File: src/rtl/servant_uart_tx.sv
// rtl/servant_uart_tx.sv - Wishbone UART transmitter with TX FIFO, 8N1 on o_tx.
// Define SERVANT_UART_TX_PARITY_EN for 8E1 framing (status bit [8] then reads 1).
module servant_uart_tx #(
  parameter int CLK_DIV        = 277,
  parameter int FIFO_DEPTH     = 4,
  parameter     RESET_STRATEGY = "MINI"
) (
  input  logic        i_clk,
  input  logic        i_rst,
  input  logic        i_wb_cyc,
  input  logic        i_wb_we,
  input  logic [7:0]  i_wb_dat,
  output logic [31:0] o_wb_rdt,
  output logic        o_wb_ack,
  output logic        o_tx,
  output logic        o_busy
);

  localparam int AW = $clog2(FIFO_DEPTH);
`ifdef SERVANT_UART_TX_PARITY_EN
  localparam int   FB       = 11;
  localparam logic PAR_FLAG = 1'b1;
`else
  localparam int   FB       = 10;
  localparam logic PAR_FLAG = 1'b0;
`endif
  localparam logic [15:0] BAUD_LAST = 16'(CLK_DIV - 1);
  localparam logic [3:0]  BIT_LAST  = 4'(FB - 1);
  localparam logic [AW:0] PTR_ONE   = (AW + 1)'(1);
  localparam bit          DP_RST    = (RESET_STRATEGY != "NONE");

  typedef enum logic {IDLE, SHIFT} state_t;

  state_t        state_q, state_d;
  logic [7:0]    mem [FIFO_DEPTH];
  logic [AW:0]   wr_ptr, rd_ptr, level;
  logic          full, empty;
  logic          accept, push, pop;
  logic          ovf;
  logic [FB-1:0] shift_q, load_word;
  logic [15:0]   baud_cnt;
  logic [3:0]    bit_cnt;
  logic          baud_last, frame_last;
  logic [7:0]    rd_byte;
  logic [31:0]   status;

  assign level   = wr_ptr - rd_ptr;
  assign empty   = (wr_ptr == rd_ptr);
  assign full    = (wr_ptr[AW] != rd_ptr[AW]) && (wr_ptr[AW-1:0] == rd_ptr[AW-1:0]);
  assign rd_byte = mem[rd_ptr[AW-1:0]];

  // The ack register itself blocks a held strobe from being taken twice.
  assign accept = i_wb_cyc & ~o_wb_ack;
  assign push   = accept & i_wb_we & ~full;

  assign baud_last  = (baud_cnt == BAUD_LAST);
  assign frame_last = (bit_cnt == BIT_LAST);

`ifdef SERVANT_UART_TX_PARITY_EN
  assign load_word = {1'b1, ^rd_byte, rd_byte, 1'b0};
`else
  assign load_word = {1'b1, rd_byte, 1'b0};
`endif

  assign status = {23'd0, PAR_FLAG, ovf, (state_q != IDLE), empty, full, 4'(level)};

  always_comb begin
    state_d = state_q;
    pop     = 1'b0;
    case (state_q)
      IDLE: begin
        if (!empty) begin
          pop     = 1'b1;
          state_d = SHIFT;
        end
      end
      SHIFT: begin
        // A waiting byte is chained straight onto the stop bit with no idle gap.
        if (baud_last && frame_last) begin
          if (!empty) pop = 1'b1;
          else        state_d = IDLE;
        end
      end
      default: state_d = IDLE;
    endcase
  end

  always_ff @(posedge i_clk) begin
    if (i_rst) begin
      state_q  <= IDLE;
      wr_ptr   <= '0;
      rd_ptr   <= '0;
      ovf      <= 1'b0;
      o_wb_ack <= 1'b0;
      o_wb_rdt <= '0;
      baud_cnt <= '0;
      bit_cnt  <= '0;
    end else begin
      state_q  <= state_d;
      o_wb_ack <= accept;
      if (push) wr_ptr <= wr_ptr + PTR_ONE;
      if (pop)  rd_ptr <= rd_ptr + PTR_ONE;
      if (accept && i_wb_we && full)  ovf <= 1'b1;
      else if (accept && !i_wb_we)    ovf <= 1'b0;
      if (accept && !i_wb_we) o_wb_rdt <= status;
      if (pop) begin
        baud_cnt <= '0;
        bit_cnt  <= '0;
      end else if (state_q == SHIFT) begin
        if (baud_last) begin
          baud_cnt <= '0;
          bit_cnt  <= bit_cnt + 4'd1;
        end else begin
          baud_cnt <= baud_cnt + 16'd1;
        end
      end
    end
  end

  // Datapath storage; left unreset when RESET_STRATEGY is "NONE".
  always_ff @(posedge i_clk) begin
    if (i_rst && DP_RST) begin
      shift_q <= '1;
      for (int i = 0; i < FIFO_DEPTH; i++) mem[i] <= 8'h00;
    end else begin
      if (push) mem[wr_ptr[AW-1:0]] <= i_wb_dat;
      if (pop)
        shift_q <= load_word;
      else if (state_q == SHIFT && baud_last)
        shift_q <= {1'b1, shift_q[FB-1:1]};
    end
  end

  assign o_tx   = (state_q == SHIFT) ? shift_q[0] : 1'b1;
  assign o_busy = (state_q != IDLE) | ~empty;

endmodule

File: config.mk
export PLATFORM = sky130hd
export DESIGN_NAME = servant_uart_tx
export DESIGN_NICKNAME = d
export VERILOG_FILES = /design/src/rtl/servant_uart_tx.sv
export SDC_FILE = /design/constraint.sdc
export NUM_CORES = 1
export LEC_CHECK = 0
export ABC_AREA = 1
export ABC_CLOCK_PERIOD_IN_PS = 2900
export CORE_UTILIZATION = 49
export CTS_BUF_LIST = sky130_fd_sc_hd__clkbuf_8
export CTS_CLUSTER_DIAMETER = 30
export DETAILED_ROUTE_END_ITERATION = 10
export PLACE_DENSITY = 0.76
export SLEW_MARGIN = 20
export SYNTH_ARGS = -nofsm -noshare
export SYNTH_HDL_FRONTEND = slang
export SYNTH_SLANG_ARGS = --single-unit
File: constraint.sdc
create_clock -name i_clk -period 2.9 [get_ports i_clk]
set_input_delay 0.58 -clock i_clk [delete_from_list [all_inputs] [get_ports i_clk]]
set_output_delay 0.58 -clock i_clk [all_outputs]
set_load 0.005 [all_outputs]
# Word level (Yosys, flattened, before mapping)
# Memory sizes are Yosys's and may differ from the RTL's. A register that Yosys moved wholly into a read port is not among the register bits.
# Cells that the tools add are included.
# op_classes
bitwise_logic,8
n_reduce_logical,12
add_sub_neg,5
mux,21
n_eq_ne,5
# ops
op,n
$mux 9,2
$add 16x1->16 const B,1
$eq 16x9->1 const B,1
$mux 16,1
$mux 1,12
$mux 8,1
$reduce_or 8->1,1
$add 3x1->3 const B,2
$logic_and 1x1->1,6
$mux 2,3
$add 4x1->4 const B,1
$eq 4x4->1 const B,1
$not 1->1,4
$pmux 1 s2,2
$reduce_bool 2->1,2
$and 1x1->1,3
$eq 3x3->1,1
$sub 3x3->3,1
$eq 2x2->1,1
$reduce_and 2->1,1
$reduce_or 2->1,1
$logic_not 1->1,1
$ne 1x1->1,1
$or 1x1->1,1
# word_totals
out_inout_bits,35
memories,1
mem_bits_rw,32
wordCells,61
register_bits,45
input_bits,12
# mem_list
memory,words,width,rd,rd_clocked_by_memory_dff,write_ports,line,text
mem,4,8,1,1,4,35,logic [7:0] mem [FIFO_DEPTH];

# Depth between registers and ports, before layout
# Gate-level depths: netlist (run 1).
# depth
word_depth,9
ltp_mapped,11
ltp_nobuf,11

# Least setup slack after synthesis (run 1)
# No wires, ideal clock.
# synth_path
path_kind,register to register
startpoint,register wr_ptr[0]
endpoint,memory mem[3][0] (enable)
synth_period_minus_slack_ns,2.145
setup_ns,0.387
arrival_ns,1.759
path_buffers,0
t_required_ns,2.513
stages_incl_launch_ff,8
slack_ns,0.755
path_cell_list,dfxtp_1 inv_1 ha_1 nand2_1 inv_1 nand2_4 nand2_1 o31ai_1
# synth_lines
item,line,text
start: declaration,36,"logic [AW:0] wr_ptr, rd_ptr, level;"
start signal: assignment,101,if (push) wr_ptr <= wr_ptr + PTR_ONE;
end: declaration,35,

# Final worst setup path (run 1)
# layout_path
startpoint,register wr_ptr[0]
endpoint,output o_busy
# layout_between
elab_chain_len,3
# layout_lines
item,line,text
$eq 3x3->1,48,assign empty = (wr_ptr == rd_ptr);
$not 1->1,135,assign o_busy = (state_q != IDLE) | ~empty;
$or 1x1->1,135,
end: declaration,16,output logic o_busy
# Every way passes these cells.

==> results of run 1 <==
-- logic make-up after synthesis --
logic type               synth area share, %
AO/OA/AOI/OAI                          9.105
XOR/XNOR                               1.777
adder cells (fa/ha/maj)                3.046
buffers and inverters                  12.34
flip-flops                             48.22
other                                0.09509
AND/OR/NAND/NOR                        25.41
-- through the flow --
step	util [%]	power (mW)	instance area (sq um)	cells
after floorplan	-	2.097	4034	502
after global placement	53.35	2.242	4144	593
after detailed placement	53.35	2.279	4144	593
after CTS	55.98	3.118	4348	609
after global routing	55.98	3.301	4348	609
final	55.98	3.107	4348	609
-- critical path, cell delays in order, from the launching register on --
cell,delay (ns)
dfxtp_1,0.39
inv_1,0.13
ha_1,0.33
nand2_1,0.08
inv_1,0.09
nand2_2,0.09
inv_1,0.05
nand2_1,0.08
clkdlybuf4s50_1,0.50
-- power by group through the flow --
stage          Clock, mW  Sequential [mW]  Combinational (mW)
6_report           0.849             1.36               0.902
5_1_grt            0.916             1.37                1.01
2_1_floorplan          0             1.35               0.743
4_1_cts            0.862             1.35               0.901
3_5_place_dp           0             1.38               0.898
3_3_place_gp           0             1.38               0.867
-- cells in the mapped netlist (8+ instances only) --
| master | count |
|---|---|
| a21oi_1 | 21 |
| nor2_1 | 98 |
| nand2_1 | 59 |
| nor3_1 | 8 |
| inv_1 | 53 |
| dfxtp_1 | 47 |
| o22ai_1 | 8 |
| xor2_1 | 8 |
| nand4_1 | 12 |
| nand3_1 | 22 |
| buf_4 | 27 |
| ha_1 | 8 |
| o21ai_0 | 25 |
| edfxtp_1 | 32 |
-- sequential cells by signal, indices dropped and copies added (netlist names), named ones only --
name      flops
shift_q       9
o_wb_ack      1
rd_ptr        3
state_q       1
bit_cnt       4
baud_cnt     16
mem          32
o_wb_rdt      7
ovf           1
wr_ptr        3
-- layout by cell type, fill, tap and decap left out, types with 3 or more instances in the layout --
master           Yosys  final
nand4_1             12     12
nand2_2              4      4
or2_2                3      3
buf_4               27      6
inv_1               53     53
nand3_1             22     22
o22ai_1              8      8
dfxtp_1             47     47
edfxtp_1            32     32
ha_1                 8      8
nand2_4              4      4
clkdlybuf4s50_1      0     21
nand2_1             59     59
o21ai_2              6      6
nor3_1               8      8
xor2_1               8      8
nor2_2               5      5
o21ai_0             25     25
nor2_1              98     98
a21oi_1             21     21
inv_2                3      3
clkbuf_8             0      9
conb_1               1     25
-- cell type report --
class | count | area (sq um) | share of cell area, %
repair buffers | 27 | 255.2 | 5.871
inverters | 57 | 214.0 | 4.921
flip-flops and latches | 79 | 1902 | 43.74
clock buffers | 9 | 123.9 | 2.849
clock inverters | 7 | 80.08 | 1.842
multi-input cells | 328 | 1645 | 37.84
well taps | 102 | 127.6 | 2.935
-- worst paths after layout --
| kind | start | end | slack (ns) |
|---|---|---|---|
| worst max-delay path | wr_ptr[0] | o_busy | 0.22 |
| worst max register to register | wr_ptr[0] | mem[2][2] | 0.70 |
| worst min register to register | ovf | ovf | 0.46 |
| worst min-delay path | ovf | ovf | 0.46 |
-- layer usage --
| layer | GRT usage (%) | part of all wire (%) |
|---|---|---|
| met2 | 33.83 | 49 |
| met5 | 0 | 0 |
| met4 | 9.896 | 2.6 |
| met3 | 3.897 | 3.1 |
| met1 | 25.20 | 46 |
==> qor.yml, run 1 <==
status: "completed"
startpoint_type: "register"
yosysWarnings: 0
endpoint_kind: "output pin"
finalSetupViolations: 0
synth-main-ff-cell: "dfxtp_1"
clkPwrFrac_pct: 27.3
cp_data_required_time_ns: 2.32
seqPwrFrac_pct: 43.6
hold_depth: 2
async_flop_share_pct: 0
cp_max_fo: 5
synth-edff-count: 32
slew_headroom_pct: 62.02
core_area_sq_mm: 0.007767
drive_gt1_share_pct: 9.862
p_switching_mw: 1.099
clock_latency_ns: 0.36
htreeDepth: 3
antenna_found_initial: 0
fin_setup_tns_ns: 0
setup_ws_ns: 0.2183
initial_core_util_pct: 50.77
first_pass_iters: 4
drv_slew: 0
synth.area.top_cells: "edfxtp_1, dfxtp_1, nor2_1"
numCtsBuffers: 9
die_y_um: 91.72
pwr_density_cell_mw_per_mm2: 714.6
p_int_mw: 2.008
synth_top_cell_by_area: "edfxtp_1"
cts_setup_buffers: 0
clockRootBuffer: "clkbuf_8"
drtAntennaViolNets: 0
ir_drop_uv: 330.3
grt_overflow_total: 0
fin_nets: 523
synthCells: 478
synth.top_cell.area_share_pct: 24.37
hold_class: "reg2reg"
tritoncts: "yes"
ys_seq_elements: 79
grt_max_degree: 19
avgRoutedWirePerCell_um: 13.02
hold_viol_final: 0
p_sw_share_pct: 35.36
final.min_clock_period_ns: 2.682
power_frac_comb_pct: 29.0
rsz0062_at_grt: "false"
top_level_ports: 47
fmax_mhz: 372.9
nFillCells: 725
drt_iter0_drc: 100
postRouteWirelength_um: 7928
area_delta_synth_final_pct: 10.25
power.leakage_nw: 1.737
viasPerCell: 5.015
period_share_pct: 92.47
die-area_sq_mm: 0.008412
dpl.hpwl_um: 5894
holdBufCountCts: 0
pre_cts_slack_ns: 0.3706
die_w_um: 91.72
cts_resized: 0
clkSinkCount: 79
grt_pass1_vias: 2852
grt_pass1_wl_um: 13330
crit_type: "reg2out"
skew_ns: 0.008185
hold_slack_ns: 0.4636
portBuffers: 21
rows: 32
globalplace.congestion: 0.8303
num_vias: 3054
antenna_cells: 0
drc: 0
cp.arrival_ns: 2.10
worst_pin_slew_ns: 0.5658
clk_pin_slew_ns: 0.08
grt_use_total_pct: 20.28
syn_area_sq_mm: 0.003944
synth_area_per_cell_sq_um: 8.251
clockBufferDepth: 2
ff2ff_path_depth: 8
yosysSeqAreaShare_pct: 48.22
maxCapViolCount: 0
synth.distinct_cells: 35
No activity file was read; power rests on OpenSTA's default activity.
==> run 2, diff against run 1 <==
--- a/config.mk
+++ b/config.mk
@@ -7,11 +7,13 @@
 export LEC_CHECK = 0
 export ABC_AREA = 1
 export ABC_CLOCK_PERIOD_IN_PS = 2900
-export CORE_UTILIZATION = 49
+export CELL_PAD_IN_SITES_DETAIL_PLACEMENT = 1
+export CELL_PAD_IN_SITES_GLOBAL_PLACEMENT = 1
+export CORE_UTILIZATION = 43
 export CTS_BUF_LIST = sky130_fd_sc_hd__clkbuf_8
 export CTS_CLUSTER_DIAMETER = 30
 export DETAILED_ROUTE_END_ITERATION = 10
-export PLACE_DENSITY = 0.76
+export PLACE_DENSITY = 0.87
 export SLEW_MARGIN = 20
 export SYNTH_ARGS = -nofsm -noshare
 export SYNTH_HDL_FRONTEND = slang
==> run 2 against run 1 <==
The run now ends with design-rule violations left. Non-clock buffer count is 1 lower. Hold slack hardly changed. Wire length increased by 24%. Highest routed layer unchanged. Register-to-register slack lost 0.15 ns.
==> qor.yml, run 2 (synthesis results as in run 1) <==
status: "finished, violations left"
violations: "design-rule violations"
numCtsBuffers: 9  # unchanged
hold_slack_ns: 0.4633  # -0.0003220 ns
final.min_clock_period_ns: 2.752  # +0.06984 ns
holdBufCountCts: 0  # unchanged
die-area_sq_mm: 0.009559  # +14%
pwr_density_cell_mw_per_mm2: 723.3  # +1.2%
antenna_cells: 0  # unchanged
rows: 34  # +6.3%
dpl.hpwl_um: 7363  # +25%
grt_overflow_total: 0  # unchanged
gr-usage-met3_pct: 5.225  # +1.3 points
top_level_ports: 47  # unchanged
grt_max_degree: 19  # unchanged
startpoint_type: "register"
drive_gt1_share_pct: 9.289  # -0.57 points
cp_max_fo: 5  # unchanged
clkSinkCount: 79  # unchanged
ir_drop_uv: 388.5  # +18%
crit_buf_inv: 4  # unchanged
final_common_cell: "nor2_1"
seqCellArea_sq_mm: 0.001902  # unchanged
grt_use_total_pct: 21.82  # +1.5 points
hold_viol_final: 0  # unchanged
first_pass_iters: 7  # +3
cp_data_required_time_ns: 2.32  # about the same
period_share_pct: 94.88  # +2.4 points
power.leakage_nw: 1.739  # +0.12%
crit_chain: "inv_1 -> ha_1 -> nand2_1 -> inv_1 -> nand2_2 -> inv_1 -> nand2_1 -> clkdlybuf4s50_1"
worst_pin_slew_ns: 0.6349  # +0.06911 ns
die_y_um: 97.77  # +6.6%
clockRootBuffer: "clkbuf_8"
cp.arrival_ns: 2.17  # +0.07 ns
htreeDepth: 3  # unchanged
fmax_mhz: 363.4  # -2.5%
fin_nets: 522  # -0.19%
portBuffers: 21  # unchanged
cp_slowest_cell: "clkdlybuf4s50_1"
endpoint_kind: "output pin"
crit_top_cell: "inv_1"
globalplace.congestion: 0.8618  # +3.8%
clock_latency_ns: 0.36  # about the same
clk_pin_slew_ns: 0.08  # about the same
core_area_sq_mm: 0.008806  # +13%
avgRoutedWirePerCell_um: 15.96  # +23%
hold_class: "reg2reg"
dpl_cell_area_sq_mm: 0.004144  # unchanged
crit_type: "reg2out"
drt_iter0_drc: 90  # -10%
grt_pass1_vias: 3263  # +14%
multi_input_area_sq_mm: 0.001645  # unchanged
crit_family: "buffers and inverters"
drv_slew: 0  # unchanged
largest-register: "mem"
slew_headroom_pct: 57.39  # -4.6 points
stdcell_area_sq_mm: 0.004338  # -0.23%
grt_pass1_wl_um: 16100  # +21%
grt_use_met2_pct: 39.83  # +6.0 points
drc: 4  # +4
total_power_mw: 3.138  # +0.99%
finalSetupViolations: 0  # unchanged
nFillCells: 1073  # +48%
largest_register_ffs: 32  # unchanged
skew_ns: 0.01843  # +0.01024 ns
top_usage_layer: "met2"
fin_setup_tns_ns: 0  # unchanged
cts_resized: 0  # unchanged
die_w_um: 97.77  # +6.6%
grt_use_met1_pct: 24.01  # -1.2 points
rsz0062_at_grt: "false"
area_delta_synth_final_pct: 9.994
clockBufferDepth: 2  # unchanged
top_regs: "mem (32), baud_cnt (16), shift_q (9)"
postRouteWirelength_um: 9801  # +24%
tritoncts: "yes"
num_vias: 3155  # +3.3%
cts_setup_buffers: 0  # unchanged
antenna_found_initial: 0  # unchanged
viasPerCell: 5.138  # +2.5%
layout_common_cells: "nor2_1, nand2_1, inv_1"
maxCapViolCount: 0  # unchanged
initial_core_util_pct: 44.79  # -6.0 points
cpPeakStageDelay_ns: 0.51  # about the same
drtAntennaViolNets: 0  # unchanged
==> run 2: cell count changes in the layout (fill, tap and decap cells not counted) <==
cell        previous run  this run
clkinv_1               1         2
inv_6                  2         3
clkinv_4               2         0
clkinvlp_4             2         0
inv_4                  0         1
inv_1                 53        54
buf_4                  6         5
==> run 2: metrics by stage <==
step                      setup WS, ns  std cells  util [%]
after floorplan                 0.7546        502         -
after global placement          0.4166        598     47.06
after detailed placement        0.2609        598     47.06
after CTS                       0.1257        614     49.26
after global routing           0.03769        614     49.26
final                           0.1485        614     49.26
==> run 2: power by group <==
| part | internal [mW] | switching (mW) | leakage [nW] |
|---|---|---|---|
| Combinational | 0.315 | 0.607 | 0.922 |
| Sequential | 1.28 | 0.102 | 0.714 |
| Clock | 0.402 | 0.428 | 0.104 |
| Total | 2.00 | 1.14 | 1.74 |
==> run 2: layout make-up <==
cell class              instances  area share, %
flip-flops and latches         79          43.84
multi-input cells             328          37.93
repair buffers                 26          5.711
inverters                      57          4.932
well taps                     108          3.115
clock buffers                   9          2.855
clock inverters                 7          1.615
==> run 2: per-layer routing <==
metal,up-vias,routed length (um)
li1,1542,-
met1,1520,4083
met2,77,5115
met3,16,343
met4,0,258
met5,-,0
==> run 2: final timing paths <==
path	depth (start not counted)	slack, ns	startpoint	to
worst max-delay path	8	0.15	wr_ptr[0]	o_busy
worst min-delay path	2	0.46	o_wb_rdt[2]	o_wb_rdt[2]
worst max register to register	9	0.55	wr_ptr[0]	mem[0][3]
worst min register to register	2	0.46	o_wb_rdt[2]	o_wb_rdt[2]
==> run 2: worst min-delay path, stage by stage, from the launching register on <==
cell	delay [ns]
dfxtp_1	0.32
inv_1	0.05
o2bb2ai_1	0.06
==> run 3, diff against run 2 <==
--- a/config.mk
+++ b/config.mk
@@ -9,11 +9,13 @@
 export ABC_CLOCK_PERIOD_IN_PS = 2900
 export CELL_PAD_IN_SITES_DETAIL_PLACEMENT = 1
 export CELL_PAD_IN_SITES_GLOBAL_PLACEMENT = 1
+export CORE_MARGIN = 5
 export CORE_UTILIZATION = 43
 export CTS_BUF_LIST = sky130_fd_sc_hd__clkbuf_8
 export CTS_CLUSTER_DIAMETER = 30
 export DETAILED_ROUTE_END_ITERATION = 10
 export PLACE_DENSITY = 0.87
+export SETUP_SLACK_MARGIN = 0.02
 export SLEW_MARGIN = 20
 export SYNTH_ARGS = -nofsm -noshare
 export SYNTH_HDL_FRONTEND = slang
==> run 3 against run 2 <==
The run now ends clean. Critical path depth is the same. Power grew 5.1%. Sequential power is essentially flat. Register-to-register slack gained 0.20 ns. Non-clock buffer count grew 1. Clock skew shrank 0.0066 ns. Count of clock-buffer cells in the layout is the same. Sequential share of layout area shrank 0.59 points. Fmax grew 2.4%. Die area grew 17%. Critical path type unchanged.
==> qor.yml, run 3 (synthesis results as in run 1) <==
maxCapViolCount: 0  # unchanged
status: "completed"
drc: 0  # -4
power.leakage_nw: 1.762  # +1.3%
period_share_pct: 92.65  # -2.2 points
holdPathEnd: "ovf"
cp_slowest_cell: "clkdlybuf4s50_1"
drive_gt1_share_pct: 9.862  # +0.57 points
grt_max_degree: 19  # unchanged
grt_overflow_total: 0  # unchanged
die-area_sq_mm: 0.01119  # +17%
avgRoutedWirePerCell_um: 15.52  # -2.8%
portBuffers: 21  # unchanged
area_delta_synth_final_pct: 11.58
seqCellArea_sq_mm: 0.001903  # about the same
final.min_clock_period_ns: 2.687  # -0.06482 ns
crit_type: "reg2out"
finalSetupViolations: 0  # unchanged
clk_pin_slew_ns: 0.08  # about the same
holdBufCountCts: 0  # unchanged
hold_viol_final: 0  # unchanged
final_common_cell: "nor2_1"
skew_ns: 0.01180  # -0.006632 ns
cp_max_fo: 5  # unchanged
endpoint_kind: "output pin"
clockBufferDepth: 2  # unchanged
numCtsBuffers: 9  # unchanged
initial_core_util_pct: 43.30  # -1.5 points
htreeDepth: 3  # unchanged
fin_nets: 523  # +0.19%
drv_slew: 0  # unchanged
clockRootBuffer: "clkbuf_8"
grt_pass1_vias: 3309  # +1.4%
hold_class: "reg2reg"
startpoint_type: "register"
fmax_mhz: 372.2  # +2.4%
ir_drop_uv: 353.4  # -9.0%
cts_setup_buffers: 0  # unchanged
antenna_found_initial: 0  # unchanged
rr_startpoint: "wr_ptr[0]"
drtAntennaViolNets: 0  # unchanged
drt_iter0_drc: 99  # +10%
multi_input_area_sq_mm: 0.001645  # unchanged
dpl.hpwl_um: 7221  # -1.9%
viasPerCell: 5.026  # -2.2%
worst_pin_slew_ns: 0.6395  # +0.004576 ns
r2r_end: "mem[2][3]"
crit_buf_inv: 4  # unchanged
die_y_um: 105.8  # +8.2%
crit_top_cell: "inv_1"
pwr_density_cell_mw_per_mm2: 749.1  # +3.6%
crit_chain: "inv_1 -> ha_1 -> nand2_1 -> inv_1 -> nand2_2 -> inv_1 -> nand2_1 -> clkdlybuf4s50_1"
clkSinkCount: 79  # unchanged
fin_setup_tns_ns: 0  # unchanged
cp.arrival_ns: 2.11  # -0.06 ns
die_w_um: 105.8  # +8.2%
cpPeakStageDelay_ns: 0.51  # about the same
rrSetupSlack_ns: 0.75  # +0.20 ns
rows: 35  # +2.9%
core_area_sq_mm: 0.009109  # +3.4%
grt_pass1_wl_um: 15910  # -1.2%
crit_family: "buffers and inverters"
largest_register_ffs: 32  # unchanged
cp_data_required_time_ns: 2.32  # about the same
hold_start: "ovf"
antenna_cells: 0  # unchanged
grt_use_total_pct: 18.27  # -3.6 points
tritoncts: "yes"
top_level_ports: 47  # unchanged
layout_common_cells: "nor2_1, nand2_1, inv_1"
num_vias: 3106  # -1.6%
first_pass_iters: 4  # -3
slew_headroom_pct: 57.08  # -0.31 points
rsz0062_at_grt: "false"
clock_latency_ns: 0.37  # about the same
nFillCells: 1111  # +3.5%
postRouteWirelength_um: 9593  # -2.1%
top_regs: "mem (32), baud_cnt (16), shift_q (9)"
ff2ff_path_depth: 8  # -1
hold_depth: 2  # unchanged
total_power_mw: 3.296  # +5.1%
globalplace.congestion: 0.8368  # -2.9%
largest-register: "mem"
==> run 3: changes by cell type in the layout (fill, tap and decap cells not counted), sizes merged <==
cell    previous run  this run
inv               61        57
buf                5         6
clkinv             2         4
bufinv             1         3
==> run 3: timing repair <==
action	in CTS	in global routing
endpoints found under the setup margin	0	1
endpoints found under the hold margin	0	0
gates resized for setup	0	1
==> run 3: worst max path at each step <==
stage	start	end	slack [ns]	cells past startpoint
finish	wr_ptr[0]	o_busy	0.21	8
detailed placement	i_wb_cyc	mem[2][6]	0.33	8
CTS	wr_ptr[0]	o_busy	0.12	8
global route	wr_ptr[0]	o_busy	0.07	8
global placement	i_wb_cyc	mem[2][7]	0.43	8
floorplan	wr_ptr[0]	mem[3][0]	0.75	7
==> run 3: per-stage QoR <==
step / setup slack, ns / hold slack, ns / util [%] / instance area [sq um] / std cells
2_1_floorplan: 0.7546 / 0.4261 / - / 4034 / 502
3_3_place_gp: 0.4273 / 0.4443 / 45.62 / 4155 / 602
3_5_place_dp: 0.3273 / 0.4561 / 45.62 / 4155 / 602
4_1_cts: 0.1221 / 0.4701 / 48.30 / 4399 / 618
5_1_grt: 0.06524 / 0.4870 / 48.31 / 4400 / 618
6_report: 0.2133 / 0.4671 / 48.31 / 4400 / 618
==> run 3: report_power, final <==
part           switching [mW]  leakage [nW]  internal, mW  total, mW
sequential             0.0819         0.714          1.28       1.36
clock                   0.426         0.121         0.575       1.00
combinational           0.612         0.927         0.319      0.931
==> run 3: metal layers <==
layer	vias to the layer above	part of all wire [%]	GRT usage (%)
met5	-	0	0
met4	0	2.5	7.771
met3	17	2.6	3.919
met2	42	54	34.65
met1	1499	41	19.29
li1	1548	-	-
==> run 3: worst register-to-register path: stages, from the launching register on <==
cell	delay (ns)
dfxtp_2	0.37
inv_1	0.12
ha_1	0.33
nand2_1	0.06
inv_1	0.10
nand2_4	0.12
nand4_1	0.10
or2_1	0.33
nand2_1	0.30
==> run 3: area by class of cell <==
| cell class | instances | share of cell area (%) |
|---|---|---|
| flip-flops and latches | 79 | 43.25 |
| multi-input cells | 328 | 37.39 |
| repair buffers | 27 | 5.800 |
| inverters | 57 | 4.862 |
| well taps | 111 | 3.156 |
| clock buffers | 9 | 2.815 |
| clock inverters | 7 | 2.730 |
